==> config.mk <==
export PLATFORM = sky130hd
export DESIGN_NAME = stopwatch_ascii_frame_receiver_flat
export DESIGN_NICKNAME = d
export VERILOG_FILES = /design/src/rtl/stopwatch_ascii_frame_receiver_pkg.sv /design/src/rtl/stopwatch_ascii_frame_receiver_if.sv /design/src/rtl/stopwatch_ascii_frame_receiver_frame_timeout_counter.sv /design/src/rtl/stopwatch_ascii_frame_receiver.sv /design/src/flat_wrapper.sv
export SDC_FILE = /design/constraint.sdc
export NUM_CORES = 1
export LEC_CHECK = 0
export ABC_AREA = 1
export BUFFER_PORTS_ARGS = -buffer_cell sky130_fd_sc_hd__buf_2
export CAP_MARGIN = 20
export CORE_ASPECT_RATIO = 0.9
export CORE_MARGIN = 10
export CORE_UTILIZATION = 40
export CTS_BUF_LIST = sky130_fd_sc_hd__clkbuf_2
export CTS_CLUSTER_DIAMETER = 60
export DETAILED_ROUTE_END_ITERATION = 10
export PLACE_DENSITY_LB_ADDON = 0.08
export SLEW_MARGIN = 20
export SYNTH_ARGS = -nofsm -noshare
export SYNTH_HDL_FRONTEND = slang
export SYNTH_SLANG_ARGS = --single-unit
==> constraint.sdc <==
create_clock -name i_clk -period 3.25 [get_ports i_clk]
set_input_delay 0.1625 -clock i_clk [delete_from_list [all_inputs] [get_ports i_clk]]
set_output_delay 0.1625 -clock i_clk [all_outputs]
set_load 0.02 [all_outputs]
==> src/rtl/stopwatch_ascii_frame_receiver_pkg.sv <==
// stopwatch_ascii_frame_receiver_pkg: ASCII constants, parser states and error codes
package stopwatch_ascii_frame_receiver_pkg;
    localparam logic [7:0] CHAR_0   = 8'h30;
    localparam logic [7:0] CHAR_9   = 8'h39;
    localparam logic [7:0] CHAR_CR  = 8'h0D;
    localparam logic [7:0] CHAR_LF  = 8'h0A;
    localparam logic [7:0] CHAR_SEP = 8'h2E;
    localparam logic [1:0] ERR_NONE    = 2'b00;
    localparam logic [1:0] ERR_CHAR    = 2'b01;
    localparam logic [1:0] ERR_TIMEOUT = 2'b10;
    typedef enum logic [2:0] {
        IDLE, GOT_D3, GOT_D2, GOT_SEP, GOT_D1, GOT_D0, GOT_CR, HUNT
    } state_t;
    function automatic logic is_digit(input logic [7:0] b);
        return (b >= CHAR_0) && (b <= CHAR_9);
    endfunction
endpackage

==> src/rtl/stopwatch_ascii_frame_receiver_if.sv <==
// stopwatch_ascii_frame_receiver_if: first-word-fall-through RX FIFO read port
interface stopwatch_ascii_frame_receiver_if;
    logic       rx_empty;
    logic [7:0] rd_data;
    logic       rd_uart;
    modport master(output rx_empty, rd_data, input rd_uart);
    modport slave(input rx_empty, rd_data, output rd_uart);
endinterface

==> src/rtl/stopwatch_ascii_frame_receiver_frame_timeout_counter.sv <==
// stopwatch_ascii_frame_receiver_frame_timeout_counter: counts idle cycles inside a frame, flags expiry
module stopwatch_ascii_frame_receiver_frame_timeout_counter #(
    parameter int TIMEOUT_CYCLES = 10_000_000
) (
    input  logic i_clk,
    input  logic i_reset,
    input  logic clear,
    input  logic enable,
    output logic expire
);
    localparam int W = $clog2(TIMEOUT_CYCLES + 1);
    logic [W-1:0] cnt;
    // expiry fires during the idle cycle that would bring the count to TIMEOUT_CYCLES
    assign expire = enable & ~clear & (cnt == W'(TIMEOUT_CYCLES - 1));
    // idle-cycle counter; restarts on any consumed byte, outside a frame, or after expiry
    always_ff @(posedge i_clk) begin
        if (i_reset || clear || expire)
            cnt <= '0;
        else if (enable)
            cnt <= cnt + W'(1);
    end
endmodule

==> src/rtl/stopwatch_ascii_frame_receiver.sv <==
// stopwatch_ascii_frame_receiver: parses "D3D2.D1D0\r\n" frames from the RX FIFO into BCD digits
module stopwatch_ascii_frame_receiver
    import stopwatch_ascii_frame_receiver_pkg::*;
#(
    parameter int         TIMEOUT_CYCLES = 10_000_000,
    parameter logic [7:0] SEP_CHAR       = CHAR_SEP
) (
    input  logic                               i_clk,
    input  logic                               i_reset,
    stopwatch_ascii_frame_receiver_if.slave    rx,
    output logic [3:0]                         o_d3,
    output logic [3:0]                         o_d2,
    output logic [3:0]                         o_d1,
    output logic [3:0]                         o_d0,
    output logic                               o_frame_tick,
    output logic                               o_err_tick,
    output logic [1:0]                         o_err_code,
    output logic                               o_busy
);
    state_t      state, state_n;
    logic [15:0] stage, stage_n, dig, dig_n;
    logic [1:0]  code, code_n;
    logic        frame_n, err_n, reject, pop, expire, dv, cr, lf;
    logic [7:0]  b;

    assign pop         = ~rx.rx_empty & ~i_reset;
    assign rx.rd_uart  = pop;
    assign b           = rx.rd_data;
    assign dv          = is_digit(b);
    assign cr          = b == CHAR_CR;
    assign lf          = b == CHAR_LF;
    assign o_busy      = (state != IDLE) && (state != HUNT);
    assign {o_d3, o_d2, o_d1, o_d0} = dig;
    assign o_err_code  = code;

    stopwatch_ascii_frame_receiver_frame_timeout_counter #(
        .TIMEOUT_CYCLES(TIMEOUT_CYCLES)
    ) u_timeout (
        .i_clk  (i_clk),
        .i_reset(i_reset),
        .clear  (pop | ~o_busy),
        .enable (rx.rx_empty),
        .expire (expire)
    );

    // next-state, staging and pulse decode for one consumed byte or a timeout
    always_comb begin
        state_n = state;
        stage_n = stage;
        dig_n   = dig;
        code_n  = code;
        frame_n = 1'b0;
        err_n   = 1'b0;
        reject  = 1'b0;
        if (expire) begin
            state_n = IDLE;
            stage_n = '0;
            err_n   = 1'b1;
            code_n  = ERR_TIMEOUT;
        end else if (pop) begin
            case (state)
                IDLE: begin
                    if (dv) begin
                        stage_n[15:12] = b[3:0];
                        state_n = GOT_D3;
                    end else if (!(cr || lf)) reject = 1'b1;
                end
                GOT_D3: begin
                    if (dv) begin
                        stage_n[11:8] = b[3:0];
                        state_n = GOT_D2;
                    end else reject = 1'b1;
                end
                GOT_D2: begin
                    if (b == SEP_CHAR) state_n = GOT_SEP;
                    else reject = 1'b1;
                end
                GOT_SEP: begin
                    if (dv) begin
                        stage_n[7:4] = b[3:0];
                        state_n = GOT_D1;
                    end else reject = 1'b1;
                end
                GOT_D1: begin
                    if (dv) begin
                        stage_n[3:0] = b[3:0];
                        state_n = GOT_D0;
                    end else reject = 1'b1;
                end
                GOT_D0: begin
                    if (cr) state_n = GOT_CR;
                    else reject = 1'b1;
                end
                GOT_CR: begin
                    if (lf) begin
                        dig_n   = stage;
                        frame_n = 1'b1;
                        state_n = IDLE;
                    end else reject = 1'b1;
                end
                HUNT: begin
                    if (lf) state_n = IDLE;
                end
                default: state_n = IDLE;
            endcase
            if (reject) begin
                state_n = lf ? IDLE : HUNT;
                err_n   = 1'b1;
                code_n  = ERR_CHAR;
            end
        end
    end

    // state, staging, committed digits and registered pulses
    always_ff @(posedge i_clk) begin
        if (i_reset) begin
            state        <= IDLE;
            stage        <= '0;
            dig          <= '0;
            code         <= ERR_NONE;
            o_frame_tick <= 1'b0;
            o_err_tick   <= 1'b0;
        end else begin
            state        <= state_n;
            stage        <= stage_n;
            dig          <= dig_n;
            code         <= code_n;
            o_frame_tick <= frame_n;
            o_err_tick   <= err_n;
        end
    end
endmodule
==> src/flat_wrapper.sv <==
// flat-port wrapper written by rule: the top's interface ports become plain ports
module stopwatch_ascii_frame_receiver_flat import stopwatch_ascii_frame_receiver_pkg::*;
#(
    parameter int         TIMEOUT_CYCLES = 10_000_000,
    parameter logic [7:0] SEP_CHAR       = CHAR_SEP
)
  (i_clk, i_reset, o_d3, o_d2, o_d1, o_d0, o_frame_tick, o_err_tick, o_err_code, o_busy, rx_rx_empty, rx_rd_data, rx_rd_uart);
  stopwatch_ascii_frame_receiver_if rx_i ();
  input  logic i_clk;
  input  logic i_reset;
  output logic [3:0] o_d3;
  output logic [3:0] o_d2;
  output logic [3:0] o_d1;
  output logic [3:0] o_d0;
  output logic o_frame_tick;
  output logic o_err_tick;
  output logic [1:0] o_err_code;
  output logic o_busy;
  input wire logic [$bits(rx_i.rx_empty)-1:0] rx_rx_empty;
  input wire logic [$bits(rx_i.rd_data)-1:0] rx_rd_data;
  output wire logic [$bits(rx_i.rd_uart)-1:0] rx_rd_uart;
  assign rx_i.rx_empty = rx_rx_empty;
  assign rx_i.rd_data = rx_rd_data;
  assign rx_rd_uart = rx_i.rd_uart;
  stopwatch_ascii_frame_receiver #(.TIMEOUT_CYCLES(TIMEOUT_CYCLES), .SEP_CHAR(SEP_CHAR)) u_core (.i_clk(i_clk), .i_reset(i_reset), .rx(rx_i), .o_d3(o_d3), .o_d2(o_d2), .o_d1(o_d1), .o_d0(o_d0), .o_frame_tick(o_frame_tick), .o_err_tick(o_err_tick), .o_err_code(o_err_code), .o_busy(o_busy));
endmodule
== Yosys cells after proc, flatten, opt, wreduce, memory -nomap -nowiden ==
Cells that the tools add are included.

* Bitwise operators: 11
* Order comparisons: 2
* Mux-type cells: 26
* Reductions and logical operators: 21
* $add $sub $neg: 1
* Eq/ne operators: 19

{| class="wikitable"
|+ Operators by type and width
! cell !! number
|-
| two-way mux 3 bit || 9
|-
| adder 24 x 1 -> 24 bit (second input constant) || 1
|-
| equality test 24 bit (second input constant) || 1
|-
| != test 3 x 1 -> 1 bit (second input constant) || 7
|-
| case mux 3 bit (7 select lines) || 1
|-
| equality test 8 x 4 -> 1 bit (second input constant) || 2
|-
| equality test 3 bit (second input constant) || 4
|-
| two-way mux 1 bit || 12
|-
| AND reduction 3 bit || 4
|-
| equality test 8 x 6 -> 1 bit (second input constant) || 1
|-
| >= comparator 8 x 6 -> 1 bit (second input constant) || 1
|-
| less-or-equal comparator 8 x 6 -> 1 bit (second input constant) || 1
|-
| AND reduction 8 bit || 1
|-
| NOT 1 bit || 7
|-
| equality test 3 x 2 -> 1 bit (second input constant) || 2
|-
| two-way mux 2 bit || 3
|-
| case mux 1 bit (5 select lines) || 1
|-
| AND reduction 2 bit || 2
|-
| AND reduction 4 bit || 1
|-
| nonzero test 2 bit || 2
|-
| OR reduction 2 bit || 2
|-
| OR reduction 4 bit || 1
|-
| bitwise AND 1 bit || 3
|-
| equality test 3 x 1 -> 1 bit (second input constant) || 1
|-
| other kinds (7) || 10
|}

* Word-level logic and storage cells: 91
* Output and inout port bits: 22
* Register bits after elaboration: 63

== Longest topological paths before layout ==
* Depth after elaboration: 11
* Depth in mapped cells: 12
* Depth with buffers taken out: 12

== Modules after synthesis ==
From an unflattened synthesis, not the netlist that was laid out.

* Cells, all modules: 455
* Area total of the unflattened synthesis: 3161.8 um2

{| class="wikitable"
|+ Modules (own cells, without submodules)
! module !! times used !! area each (um2) !! cells each
|-
| stopwatch_ascii_frame_receiver || 1 || 1750.4 || 230
|-
| stopwatch_ascii_frame_receiver_frame_timeout_counter || 1 || 1411.4 || 225
|}

== Least setup slack after synthesis ==
OpenSTA, ideal clock, no wires.

* Path type: flip-flop to flip-flop
* From: reg u_core.u_timeout.cnt[0]
* To: reg u_core.stage[5]
* Data arrival time: 1.445 ns
* Path buffers: 1
* Clock period less this slack: 1.572 ns
* Cell stages (with the launch flop): 10
* Data required time: 3.123 ns
* Setup time: 0.127 ns
* Slack: 1.678 ns
* Cell sequence: dfxtp_1 > ha_1 > inv_1 > nor2_1 > nand4_1 > nor3_1 > nand3_2 > nand2_2 > buf_6 > a211oi_1

* Longest elaborated chain between the ends: 3

{| class="wikitable"
|+ RTL lines
! element !! line !! text
|-
| start, declared || stopwatch_ascii_frame_receiver_frame_timeout_counter.sv:12 || <nowiki>logic [W-1:0] cnt;</nowiki>
|-
| start signal, assigned || stopwatch_ascii_frame_receiver_frame_timeout_counter.sv:20 || <nowiki>cnt <= cnt + W'(1);</nowiki>
|-
| equality test 24 bit || stopwatch_ascii_frame_receiver_frame_timeout_counter.sv:14 || <nowiki>assign expire = enable & ~clear & (cnt == W'(TIMEOUT_CYCLES - 1));</nowiki>
|-
| bitwise AND 1 bit || stopwatch_ascii_frame_receiver_frame_timeout_counter.sv:14 ||
|-
| OR reduction 2 bit (no line) || -- ||
|-
| end signal, assigned || stopwatch_ascii_frame_receiver.sv:125 || <nowiki>stage <= stage_n;</nowiki>
|-
| end, declared || stopwatch_ascii_frame_receiver.sv:21 || <nowiki>logic [15:0] stage, stage_n, dig, dig_n;</nowiki>
|}

No other way between the ends.
A chain may end at the register's enable or synchronous reset.

== Final worst setup path ==
* From: reg u_core.u_timeout.cnt[0]
* To: reg u_core.state[1]

* Longest elaborated chain between the ends: 3

{| class="wikitable"
|+ RTL lines
! element !! line !! text
|-
| equality test 24 bit || stopwatch_ascii_frame_receiver_frame_timeout_counter.sv:14 ||
|-
| bitwise AND 1 bit || stopwatch_ascii_frame_receiver_frame_timeout_counter.sv:14 ||
|-
| OR reduction 2 bit (no line) || -- ||
|-
| end signal, assigned || stopwatch_ascii_frame_receiver.sv:124 || <nowiki>state <= state_n;</nowiki>
|-
| end, declared || stopwatch_ascii_frame_receiver.sv:20 || <nowiki>state_t state, state_n;</nowiki>
|}

No other way between the ends.

==> run_results.csv <==
group,metric,value,unit
synthesis,synth.most_common_cell,"nand2_1",
clock_network,cts.clk_slew.worst_paths,0.20,ns
worst_setup_path,critical_path_required,3.65,ns
floorplan,coreArea,0.00747,sq mm
synthesis,netlist.area_leader.share,41.5,%
placement,hpwl,4870,um
run,maxCapViolations,0,
synthesis,synth_top_family_by_area,"simple AND/OR/NAND/NOR gates",
clock_network,cts_buffers,9,
synthesis,synth_top_area_cell,"dfxtp_1",
synthesis,synth-edff-count,0,
worst_setup_path,path_class,"reg2reg",
route,firstDrtPassIters,4,
sta,hold_viol,0,
synthesis,syn_avg_cell_area,7.33,sq um
floorplan,fp.dieW,112,um
route,vias,2606,
synthesis,synthSimpleGateAreaFrac,31.1,%
route,drt_iter0_drc,131,
synthesis,yosys_warnings,0,
synthesis,syn-num-nets,427,
global_routing,grt-ovfl-total,0,
global_routing,grt_start_max_net_pins,34,
placement,port_buffers,32,
clock_network,cts-root-buf,"clkbuf_2",
sta,fin_skew,0.0307,ns
clock_network,ctsResizeCount,0,
global_routing,track_usage,12.1,%
final_layout,diodes,0,
sta,fin_crit_sh,63.6,%
worst_setup_path,cp_data_arrival_time,2.47,ns
clock_network,clock_path_buffers,2,
final_layout,syn2layout_area_growth,13.6,%
power,fin_total_pwr,1.98,mW
power,peakVddDrop,0.357,mV
synthesis,ys_seq_area_share,41.5,%
sta,fmax,484,MHz
floorplan,io_pins,33,
synthesis,synth_compound_area_share,12.8,%
floorplan,dieHeight,103,um
synthesis,yosys-top-cells-count,"74 x nand2_1, 67 x nor2_1, 63 x dfxtp_1",
sta,setup_violations,0,
worst_setup_path,cp-start-kind,"register",
synthesis,async_reset_ff_share,0,%
synthesis,synthTopCellsByArea,"dfxtp_1 41%, nand2_1 9.1%, nor2_1 8.3%",
clock_network,clkSinkCount,63,
global_routing,antenna_found_initial,0,
sta,slew_violations,0,
sta,tns,0,ns
synthesis,netlist_instances,415,
synthesis,syn_area,0.00304,sq mm
synthesis,ys_ff_latch,63,
worst_setup_path,max_stage_delay,0.44,ns
sta,min_period,2.07,ns
power,p_leak,1.38,nW
route,ant_nets,0,
sta,slew_headroom,60.4,%
synthesis,muxShareOfSynthArea,0,%
floorplan,start_util,40.7,%
final_layout,fillCellCount,820,
floorplan,die_area,0.0115,sq mm
sta,rsz0062_at_grt,"false",
worst_setup_path,endpoint_kind,"register",
synthesis,yosys.area_share.adder,0.412,%
status,status,"finished clean",
clock_network,htree_num_levels,3,
worst_hold_path,hold_path_class,"in2reg",
worst_setup_path,cpMaxStageDelayCell,"dfxtp_1",
worst_setup_path,crit_fanout,18,
route,wl_per_cell,12.0,um
clock_network,cts_tree,"yes",
global_routing,grt_pass1_wl,11500,um
final_layout,nets,468,
synthesis,synthXorXnorAreaFrac,4.90,%
worst_setup_path,crit_chain,"ha_1 > inv_1 > nor2_1 > nand4_1 > nor3_1 > nand3_2 > nand2_2 > inv_1 > nand2_1 > nor2_1",
route,avgViaCountPerCell,4.68,
floorplan,rows,30,
global_routing,grt_pass1_vias,2424,
final_layout,drive_gt1_share,17.4,%
clock_network,worstSkewPairLatency,0.48,ns
power,power_density,572,mW/mm^2
placement,gp_congestion,0.829,
sta,tightest_slew,0.590,ns
route,route.detailed.drc,0,
synthesis,synth.distinct_cells,31,
route,routed_wl,6670,um
synthesis,synth_flop_cell,"dfxtp_1",
critical path, delay by kind of cell (launching register included):
kind,cells,cell delay [ns]
and+or+nand+nor,7,1.20
DFF,1,0.44
adders and majority gates,1,0.19
buffers and inverters,2,0.17
timing repair:
| item | in CTS | in global routing |
|---|---|---|
| hold endpoints to repair | 17 | 0 |
| buffers inserted | 0 | 0 |
| hold buffers | 6 | 0 |
layout make-up:
| cell class | count | area [sq um] | share of cell area (%) |
|---|---|---|---|
| multi-input combinational | 288 | 1490 | 43.2 |
| sequential | 63 | 1260 | 36.5 |
| timing repair buffer | 39 | 228 | 6.59 |
| inverter | 55 | 206 | 5.98 |
| tap | 96 | 120 | 3.48 |
| clock inverter | 7 | 100 | 2.90 |
| clock buffer | 9 | 45.0 | 1.30 |
worst paths after layout:
check                                             start               end  slack (ns)  cells past startpoint
worst max-delay path            u_core.u_timeout.cnt[0]   u_core.state[1]        1.18                     10
worst min-delay path                      rx_rd_data[4]  u_core.stage[15]        0.24                      7
worst min register to register          u_core.stage[0]     u_core.dig[0]        0.46                      2
worst max register to register  u_core.u_timeout.cnt[0]   u_core.state[1]        1.18                     10
registers in the layout, indices dropped and copies added, names as in the netlist:
register	cells
u_core.u_timeout.cnt	24
u_core.dig	16
u_core.stage	16
u_core.state	3
u_core.o_err_code	2
u_core.o_err_tick	1
u_core.o_frame_tick	1
layer usage:
metal,up-vias,global-route usage [%],share of wire (%)
li1,1417,-,-
met1,1154,16.7,54
met2,28,17.2,41
met3,7,3.72,4.2
met4,0,4.54,1.1
met5,-,0,0
kinds of logic after synthesis:
group                      after synthesis
xor gates and xnor gates                17
buffers and inverters                   64
AOI/OAI and AO/OA                       62
DFF                                     63
and+or+nand+nor                        208
adders and majority gates                1
metrics by stage:
stage,setup WS [ns],hold slack [ns],cells,cell area [sq um],util [%]
after floorplan,1.68,0.232,415,3040,-
after global placement,1.32,0.429,535,3250,43.5
after detailed placement,1.22,0.437,535,3250,43.5
after CTS,1.16,0.201,557,3450,46.2
after global routing,0.866,0.249,557,3450,46.2
final,1.18,0.235,557,3450,46.2
where the power goes:
| part | internal, mW | total (mW) | switching [mW] |
|---|---|---|---|
| logic | 0.179 | 0.561 | 0.381 |
| registers | 0.802 | 0.836 | 0.0337 |
| clock network | 0.265 | 0.581 | 0.316 |
layout by cell type, fill, tap and decap left out, drive strengths merged:
cell type | synthesis | final
dlygate4sd3 | 0 | 6
ha | 1 | 1
buf | 8 | 33
a21oi | 31 | 31
or2 | 2 | 2
xor2 | 13 | 13
o21bai | 1 | 1
inv | 55 | 59
nand4 | 8 | 8
clkbuf | 1 | 9
nand3 | 33 | 33
nor2 | 72 | 72
dfxtp | 63 | 63
nand2 | 81 | 81
nor4 | 2 | 2
bufinv | 0 | 2
o21ai | 21 | 21
clkinv | 0 | 1
nor3 | 10 | 10
a211oi | 9 | 9
xnor2 | 4 | 4
(Power assumes the default switching activity.)
